<file path="src/rtl/sorted_drain.sv">
// Batch sorter: collects up to DEPTH words, then replays them largest-first.
// Storage is unsorted; each drain beat selects the current maximum combinationally.
module sorted_drain #(
  parameter int unsigned DATA_WIDTH = 32,
  parameter int unsigned DEPTH      = 8
) (
  input  logic                         clk,
  input  logic                         resetn,
  input  logic                         in_valid,
  output logic                         in_ready,
  input  logic [DATA_WIDTH-1:0]        din,
  input  logic                         in_last,
  output logic                         out_valid,
  input  logic                         out_ready,
  output logic [DATA_WIDTH-1:0]        dout,
  output logic                         out_last,
  output logic [$clog2(DEPTH+1)-1:0]   count
);

  localparam int unsigned CntW = $clog2(DEPTH + 1);
  localparam int unsigned IdxW = $clog2(DEPTH);

  typedef enum logic [0:0] {StFill, StDrain} state_e;

  state_e                state_q, state_d;
  logic [DATA_WIDTH-1:0] data_q [DEPTH];
  logic [DATA_WIDTH-1:0] data_d [DEPTH];
  logic [DEPTH-1:0]      used_q, used_d;
  logic [CntW-1:0]       count_q, count_d;

  logic [IdxW-1:0]       free_idx;
  logic [IdxW-1:0]       max_idx;
  logic [DATA_WIDTH-1:0] max_val;
  logic                  max_found;

  // Lowest-index unused slot: scan downward so the last hit is the lowest.
  always_comb begin
    free_idx = '0;
    for (int i = DEPTH - 1; i >= 0; i--) begin
      if (!used_q[i]) free_idx = IdxW'(i);
    end
  end

  // Strict '>' keeps the lowest index among equal maxima.
  always_comb begin
    max_idx   = '0;
    max_val   = '0;
    max_found = 1'b0;
    for (int i = 0; i < DEPTH; i++) begin
      if (used_q[i] && (!max_found || data_q[i] > max_val)) begin
        max_idx   = IdxW'(i);
        max_val   = data_q[i];
        max_found = 1'b1;
      end
    end
  end

  always_comb begin
    in_ready  = (state_q == StFill);
    out_valid = (state_q == StDrain);
    dout      = out_valid ? max_val : '0;
    out_last  = out_valid && (count_q == CntW'(1));
    count     = count_q;
  end

  always_comb begin
    state_d = state_q;
    data_d  = data_q;
    used_d  = used_q;
    count_d = count_q;
    unique case (state_q)
      StFill: begin
        if (in_valid) begin
          data_d[free_idx] = din;
          used_d[free_idx] = 1'b1;
          count_d          = count_q + CntW'(1);
          if (in_last || count_q == CntW'(DEPTH - 1)) state_d = StDrain;
        end
      end
      StDrain: begin
        if (out_ready) begin
          used_d[max_idx] = 1'b0;
          count_d         = count_q - CntW'(1);
          if (count_q == CntW'(1)) state_d = StFill;
        end
      end
      default: state_d = StFill;
    endcase
  end

  always_ff @(posedge clk or negedge resetn) begin
    if (!resetn) begin
      state_q <= StFill;
      used_q  <= '0;
      count_q <= '0;
      for (int i = 0; i < DEPTH; i++) data_q[i] <= '0;
    end else begin
      state_q <= state_d;
      used_q  <= used_d;
      count_q <= count_d;
      data_q  <= data_d;
    end
  end

endmodule

</file>
<file path="config.mk">
export PLATFORM = sky130hd
export DESIGN_NAME = sorted_drain
export DESIGN_NICKNAME = d
export VERILOG_FILES = /design/src/rtl/sorted_drain.sv
export SDC_FILE = /design/constraint.sdc
export NUM_CORES = 1
export LEC_CHECK = 0
export ABC_AREA = 1
export CAP_MARGIN = 20
export CORE_MARGIN = 4
export CORE_UTILIZATION = 27
export DETAILED_ROUTE_END_ITERATION = 8
export PLACE_DENSITY = 0.41
export SYNTH_ARGS = -nofsm -noshare
export SYNTH_HDL_FRONTEND = slang
export SYNTH_SLANG_ARGS = --single-unit
</file>
<file path="constraint.sdc">
create_clock -name clk -period 19.7 [get_ports clk]
set_clock_uncertainty 0.05 [all_clocks]
set_input_delay 5.91 -clock clk [delete_from_list [all_inputs] [get_ports clk]]
set_output_delay 5.91 -clock clk [all_outputs]
set_load 0.01 [all_outputs]
</file>
==> flow_summary.rst, run 1 <==
.. list-table::
   :header-rows: 1

   * - Metric
     - Value
   * - Number of unique standard cell types used by synthesis
     - 44
   * - Smallest setup slack after layout
     - -0.357 ns
   * - Die area
     - 0.0760 mm^2
   * - CTS tree
     - yes
   * - Starting Density
     - 0.275
   * - Fraction of the cycle the final worst path needs
     - 1.02
   * - WP data required
     - roughly 14 ns
   * - Reg clk slew, reported paths
     - 0.06 ns
   * - Total number of placement rows
     - between 90 and 100
   * - Post-layout min period
     - 20.06 ns
   * - Number of slew-limit violations in the final report
     - 0
   * - Critical path start-end classification
     - register to output port
   * - Kind of cell with the highest combined delay on the critical path
     - simple AND/OR/NAND/NOR gates
   * - Capturing element type of the critical path
     - output port
   * - Total clock buffers created by CTS
     - 37
   * - Global route overflow
     - 0
   * - Final hold violation count
     - 0
   * - Violations in the final reports
     - setup timing
   * - Die width
     - around 280 um
   * - First-pass GRT wire length
     - 109 mm
   * - CTS Root Cell
     - clkbuf_16
   * - Post-synthesis net count
     - roughly 2800
   * - Total area of multi-input combinational cells
     - between 0.01 and 0.015 mm^2
   * - Final routed wire length divided by cell count
     - 17.0 um
   * - Number of routed nets with antenna violations
     - 0
   * - Detailed-route wire length
     - roughly 71 mm
   * - Worst-case clock buffer depth
     - 3
   * - Total of warnings raised by yosys
     - 0
   * - Maximum number of pins on one net before global-route repair
     - 150
   * - Layout-stage area growth over the synthesis result
     - 62.3%
   * - Via count of the first global-routing pass
     - between 15000 and 20000
   * - Top fanout value on the critical path
     - 8
   * - Sequential cell area in the final layout
     - around 0.0067 mm^2
   * - Estimated wirelength of the detail-placed design
     - slightly below 50 mm
   * - Transition time at the pin with the least slew margin
     - between 1 and 1.5 ns
   * - Sinks on the clock net
     - between 200 and 300
   * - Vertical die dimension
     - 276 um
   * - Result of the run
     - finished, violations left
   * - Max-cap violations
     - 0
   * - Initial antenna violation count
     - 1
   * - Detailed Route Iter0 Violations
     - around 1100
   * - Vias after detailed routing
     - 19379
   * - Buf/Inv on CP
     - 40
   * - Worst slack after detailed placement
     - -0.892 ns
   * - Worst skew pair latency
     - around 0.56 ns
   * - Count of endpoints failing setup in the final report
     - 32
   * - Number of vias per cell
     - around 4.6
   * - Length of the first detailed-routing pass in iterations
     - 5
   * - Number of nets at the end of the flow
     - between 3000 and 4000
   * - I/O pin count
     - 76
   * - Worst min-delay path class
     - register to register
   * - Seq/Total Area, Yosys
     - 0.348
   * - Input/output buffers
     - 75
   * - Netlist Area Pre-Place
     - approximately 0.019 mm^2
   * - Number of levels in the clock H-tree
     - 2
   * - Sort of element at the start of the critical path
     - register
   * - Critical path arrival
     - ~14 ns
   * - Post-synthesis cell count
     - approximately 2600
   * - RSZ-0062 raised after global routing
     - yes
   * - Standard cell core area
     - roughly 0.07 mm^2
   * - Proportion of layout cells with a drive suffix above 1
     - 0.444
   * - F_max
     - between 0.04 and 0.05 GHz
   * - Worst path max stage delay
     - ~0.43 ns
   * - Global router's overall resource usage
     - 0.182
   * - DR DRC count
     - 0
   * - Final standard cell utilization of the core
     - 0.446
   * - Master of the slowest instance on the critical path
     - dfrtp_2
   * - Mapped Avg Cell Area
     - between 7 and 8 um^2
   * - Worst path most repeated cell
     - nand2_2
   * - Layout fillers
     - a little under 7000
   * - GPL Wtd Cong
     - 0.838
   * - Rel. slew slack
     - 0.218
   * - Synth Register Bits
     - about 270
-- worst paths after layout --
check | startpoint | endpoint | slack, ns | depth (start not counted)
max | used_q[0]$_DFFE_PN0P_ | dout[6] | -0.36 | 115
max reg2reg | used_q[0]$_DFFE_PN0P_ | used_q[0]$_DFFE_PN0P_ | 5.79 | 115
max in group asynchronous | resetn | used_q[0]$_DFFE_PN0P_ | 12.55 | 2
min reg2reg | data_q[128]$_DFFE_PN0P_ | data_q[128]$_DFFE_PN0P_ | 0.43 | 2
min | data_q[128]$_DFFE_PN0P_ | data_q[128]$_DFFE_PN0P_ | 0.43 | 2
min in group asynchronous | resetn | data_q[26]$_DFFE_PN0P_ | 5.41 | 1
-- state kept, by name, indices dropped and copies added (netlist names) --
register	flops
count	4
data_q	256
out_valid	1
used_q	8
-- worst min-delay path, delay by kind of cell, from the launching register on --
kind,cells,cell delay [ns]
DFF,1,0.34
and+or+nand+nor,1,0.05
AOI/OAI and AO/OA,1,0.06
-- cell usage in the layout (no fill, tap or decap), types with 34 or more instances in the layout --
| cell type | instances |
|---|---|
| nand3_2 | 127 |
| nand2_2 | 148 |
| buf_12 | 35 |
| o21ai_0 | 272 |
| dfrtp_1 | 268 |
| ha_1 | 124 |
| nand2_1 | 609 |
| nand2_4 | 45 |
| nor2_1 | 35 |
| inv_2 | 41 |
| nand3_4 | 43 |
| buf_6 | 57 |
| inv_1 | 198 |
| a21oi_1 | 81 |
| clkbuf_16 | 47 |
| o21ai_2 | 34 |
| ha_4 | 100 |
| nand3_1 | 70 |
| clkdlybuf4s50_1 | 42 |
| buf_4 | 518 |
-- synth_stat cells, drive strengths merged --
library cell	number	area [um^2]
o32ai	1	8.76
nand2	806	3040
a32oi	1	8.76
inv	243	915
nand4	22	144
nand3	240	1590
o221ai	2	17.5
and2	49	307
a22o	1	8.76
dfrtp	269	6730
nand3b	2	15.0
a21oi	114	571
o21bai	2	15.0
nor3	7	35.0
o211ai	8	60.1
a22oi	2	15.0
ha	227	2840
or2	62	428
o21a	7	52.6
a211oi	1	7.51
nor4	7	65.1
o21ai	327	1640
and3	1	6.26
a31oi	4	25.0
clkbuf	64	240
xor2	3	26.3
a21o	1	7.51
buf	48	302
nor2	61	234
-- routing by layer --
metal  up-vias  GRT usage  wire (um)
li1       9838          -          -
met1      9128      0.257      33900
met2       317      0.299      33100
met3        96     0.0203       2320
met4         0     0.0441       1840
met5         -          0          0
-- what timing repair did --
| action | 4_1_cts | 5_1_grt |
|---|---|---|
| setup endpoints to repair | 32 | 32 |
| hold endpoints to repair | 0 | 0 |
| cloned | 25 | 8 |
| resized for setup | 575 | 431 |
| pin swaps | 121 | 162 |
| hold buffers | 0 | 0 |
| setup buffers | 94 | 34 |
-- cell type report --
| class | instances | area share |
|---|---|---|
| Antenna cell | 3 | 0.000239 |
| Clock buffer | 53 | 0.0356 |
| Clock inverter | 12 | 0.00291 |
| Inverter | 243 | 0.0301 |
| Multi-Input combinational cell | 1958 | 0.464 |
| Sequential cell | 269 | 0.214 |
| Tap cell | 940 | 0.0374 |
| Timing Repair Buffer | 710 | 0.216 |
-- kinds of logic (layout without fill, tap and decap cells) --
logic type	count (synthesis)	after routing	share of synthesized area
fa+ha+maj	227	227	0.147
compound gates	471	471	0.126
xor+xnor	3	3	0.00136
simple gates	1257	1257	0.303
flops	269	269	0.348
other cells	0	3	0
buf+inv	355	1018	0.0752
-- through the flow --
step                      hold WS (ns)  instances  area (um^2)  TNS, ns
after floorplan                  0.403       2582        19400        0
after detailed placement         0.423       3969        24600   -25.94
after global routing             0.462       4185        31400   -30.76
after CTS                        0.437       4152        29400    -3.78
after global placement           0.418       3968        24600   -24.66
final                            0.434       4188        31400    -7.35
Power of run 1 is not shown: default switching activity piles up to over one toggle a cycle in this logic, so the estimate is an artifact.
==> run 2, diff against run 1 <==
Settings changed: ABC_AREA 1 to default, CTS_CLUSTER_SIZE from default to 8, MAX_ROUTING_LAYER from default to met4.
==> run 2 against run 1 <==
  * Critical path depth shrank 31
  * Count of clock-buffer cells in the layout shrank 3
  * Die area grew 7.6%
  * Synthesized cell count shrank 20%
  * The flow still finishes with violations (setup timing)
  * Critical path type unchanged
  * Largest cell class unchanged
==> flow_summary.rst, run 2 <==
.. list-table::
   :header-rows: 1

   * - Metric
     - Value
   * - Result of the run
     - finished, violations left
   * - Violations in the final reports
     - setup timing
   * - Worst slack after detailed placement
     - -2.95 ns
   * - Transition time at the pin with the least slew margin
     - ~1.1 ns
   * - Standard cell core area
     - approximately 0.076 mm^2
   * - Top fanout value on the critical path
     - 14
   * - Master of the slowest instance on the critical path
     - or4_4
   * - Reg clk slew, reported paths
     - 0.05 ns
   * - Maximum vdd drop
     - roughly 0.000076 V
   * - Seq/Total Area, Yosys
     - 0.323
   * - Vias after detailed routing
     - between 15000 and 20000
   * - RSZ-0062 raised after global routing
     - yes
   * - Leading cell types by total area after synthesis
     - dfrtp_1, ha_1, mux2_2
   * - Worst-case clock buffer depth
     - 3
   * - Die area
     - roughly 0.082 mm^2
   * - Synth top cells by count
     - dfrtp_1, mux2_2, ha_1
   * - Global router's overall resource usage
     - 0.199
   * - Total length of routed met3 wires
     - roughly 3.5 mm
   * - Post-layout min period
     - 22.44 ns
   * - Sum of internal, switching and leakage power
     - ~0.006 W
   * - Estimated wirelength of the detail-placed design
     - 61.0 mm
   * - Fraction of registers with async set/reset
     - 1.00
   * - I/O pin count
     - 76
   * - Flip-flop count of the largest register, all copies and words added
     - 256
   * - CTS Root Cell
     - clkbuf_16
   * - WP data required
     - roughly 14 ns
   * - CTS tree
     - yes
   * - Sort of element at the start of the critical path
     - register
   * - Total number of placement rows
     - approximately 100
   * - Top cell type's share of synthesized area
     - 0.323
   * - Critical path start-end classification
     - register to output port
   * - Mapped Avg Cell Area
     - 10.1 um^2
   * - Critical path arrival
     - 16.48 ns
   * - Layout fillers
     - ~7600
   * - Rel. slew slack
     - 0.288
   * - Commonest non-fill, non-tap cell in the layout
     - buf_4
   * - Length of routed met2 wiring
     - 37.6 mm
   * - Capturing element type of the critical path
     - output port
   * - Post-synthesis net count
     - ~2300
   * - Total of warnings raised by yosys
     - 0
   * - Final total negative setup slack
     - -85.87 ns
   * - Detailed Route Iter0 Violations
     - between 1000 and 1500
   * - Total area of multi-input combinational cells
     - roughly 0.015 mm^2
   * - Post-synthesis cell count
     - approximately 2100
   * - Worst skew pair latency
     - 0.56 ns
   * - Wire length on met1
     - between 30 and 40 mm
   * - Highest-count cells in the layout ignoring fill and taps
     - buf_4, dfrtp_1, mux2_2
   * - Length of the first detailed-routing pass in iterations
     - 5
   * - Number of vias per cell
     - around 5.3
   * - Starting Density
     - 0.273
   * - Maximum number of pins on one net before global-route repair
     - 84
   * - DR DRC count
     - 0
   * - Number of cells in the finished layout apart from fillers
     - roughly 3800
   * - Number of nets at the end of the flow
     - approximately 3000
   * - Input/output buffers
     - 75
   * - Sequential cell area in the final layout
     - approximately 0.0067 mm^2
   * - Most flop-heavy register
     - data_q
   * - Max-cap violations
     - 0
   * - GPL Wtd Cong
     - 0.902
   * - Static leakage
     - approximately 14 nW
   * - Setup slack, reg-to-reg
     - roughly 3.1 ns
   * - Worst path max stage delay
     - 0.64 ns
   * - Number of levels in the clock H-tree
     - 2
   * - Worst path most repeated cell
     - buf_4
   * - Post-route worst hold slack
     - 0.485 ns
   * - # placed instances
     - roughly 3600
   * - Fraction of the cycle the final worst path needs
     - 1.14
   * - Global route overflow
     - 0
   * - Smallest setup slack after layout
     - -2.74 ns
   * - Synth Register Bits
     - approximately 270
   * - Final hold violation count
     - 0
   * - Proportion of layout cells with a drive suffix above 1
     - 0.456
   * - Final routed wire length divided by cell count
     - around 22 um
   * - Initial antenna violation count
     - 5
   * - Total clock buffers created by CTS
     - slightly above 40
   * - Netlist Area Pre-Place
     - 0.0209 mm^2
   * - Number of routed nets with antenna violations
     - 0
   * - Most numerous cell in the Yosys netlist
     - dfrtp_1
   * - F_max
     - about 0.045 GHz
   * - First-pass GRT wire length
     - roughly 120 mm
   * - Number of slew-limit violations in the final report
     - 0
   * - Dominant register cell in the synthesized netlist
     - dfrtp_1
   * - Highest metal layer used by the detailed router
     - met4
   * - Worst min-delay path class
     - register to register
   * - Die width
     - ~290 um
   * - Detailed-route wire length
     - 82.6 mm
   * - Via count of the first global-routing pass
     - between 20000 and 25000
   * - Layout-stage area growth over the synthesis result
     - 45.4%
   * - Sinks on the clock net
     - 269
   * - PwrDens
     - about 200 mW/mm^2
   * - Count of endpoints failing setup in the final report
     - 32
   * - Largest area contributor in the netlist
     - dfrtp_1
   * - Vertical die dimension
     - 286 um
   * - Number of enable-type register cells in the synthesized netlist
     - 0
   * - Number of unique standard cell types used by synthesis
     - 72
[run 2: cell count changes after synthesis, moves of 32 or more]
cell      change
nand2_1     -644
nand3_2      -78
inv_1       -214
o31a_1       +32
a32oi_1      +63
mux2_2      +252
a21o_1       +45
clkbuf_1     +39
nor2_1       +33
a31oi_1      +45
o21ai_0     -286
o211ai_1     +72
or2_2        -35
nand3_1     -135
[run 2: per-layer routing]
layer | vias to the layer above | GRT usage
met5 | - | -
met4 | 0 | 0.0504
met3 | 110 | 0.0259
met2 | 474 | 0.308
met1 | 9855 | 0.277
li1 | 9305 | -
[run 2: cell type report]
cell class                 count  share of cell area
antenna                        1           0.0000825
clock buffer                  50              0.0353
sequential                   269               0.222
inverter                      54             0.00668
clock inverter                 2             0.00124
tap                         1030              0.0425
timing repair buffer         742               0.213
multi-input combinational   1606               0.479
[run 2: cell families (layout without fill, tap and decap cells)]
logic type	Yosys count	after routing	share of synthesized area
other	0	1	0
adders and majority gates	227	227	0.136
AOI/OAI and AO/OA	640	640	0.245
muxes	282	282	0.150
buffers and inverters	198	848	0.0381
xor gates and xnor gates	3	3	0.00126
and+or+nand+nor	454	454	0.106
DFF	269	269	0.323
[run 2: where the power goes]
| group | switching, W | internal, W |
|---|---|---|
| Combinational | 0.00226 | 0.00242 |
| Sequential | 0.000101 | 0.000672 |
| Clock | 0.000267 | 0.000387 |
[run 2: worst paths after layout]
| path | from | endpoint | cells after the start |
|---|---|---|---|
| min in group asynchronous | resetn | data_q[94]$_DFFE_PN0P_ | 1 |
| max in group asynchronous | resetn | used_q[0]$_DFFE_PN0P_ | 3 |
| max | used_q[0]$_DFFE_PN0P_ | dout[14] | 84 |
| min | data_q[235]$_DFFE_PN0P_ | data_q[235]$_DFFE_PN0P_ | 1 |
| min reg2reg | data_q[235]$_DFFE_PN0P_ | data_q[235]$_DFFE_PN0P_ | 1 |
| max reg2reg | used_q[0]$_DFFE_PN0P_ | used_q[0]$_DFFE_PN0P_ | 81 |
[run 2: metrics by stage]
stage          instance area [um^2]   util
2_1_floorplan                 21500      -
3_3_place_gp                  27200  0.357
3_5_place_dp                  27300  0.358
4_1_cts                       28900  0.378
5_1_grt                       30300  0.397
6_report                      30300  0.397
[run 2: what timing repair did]
action	CTS	global route
hold buffers	0	0
pin swaps	21	59
cloned	5	11
resized for setup	152	152
buffers inserted	27	56
setup endpoints to repair	32	32
[run 2: worst max-delay path, delay by kind of cell (launching register included)]
kind            cells  cell delay (ns)
fa+ha+maj           7             2.03
flops               1             0.39
compound gates     23             3.78
mux                 1             0.21
simple gates       23             4.98
buf+inv            30             4.44
Power figures use the tool's default switching activity.
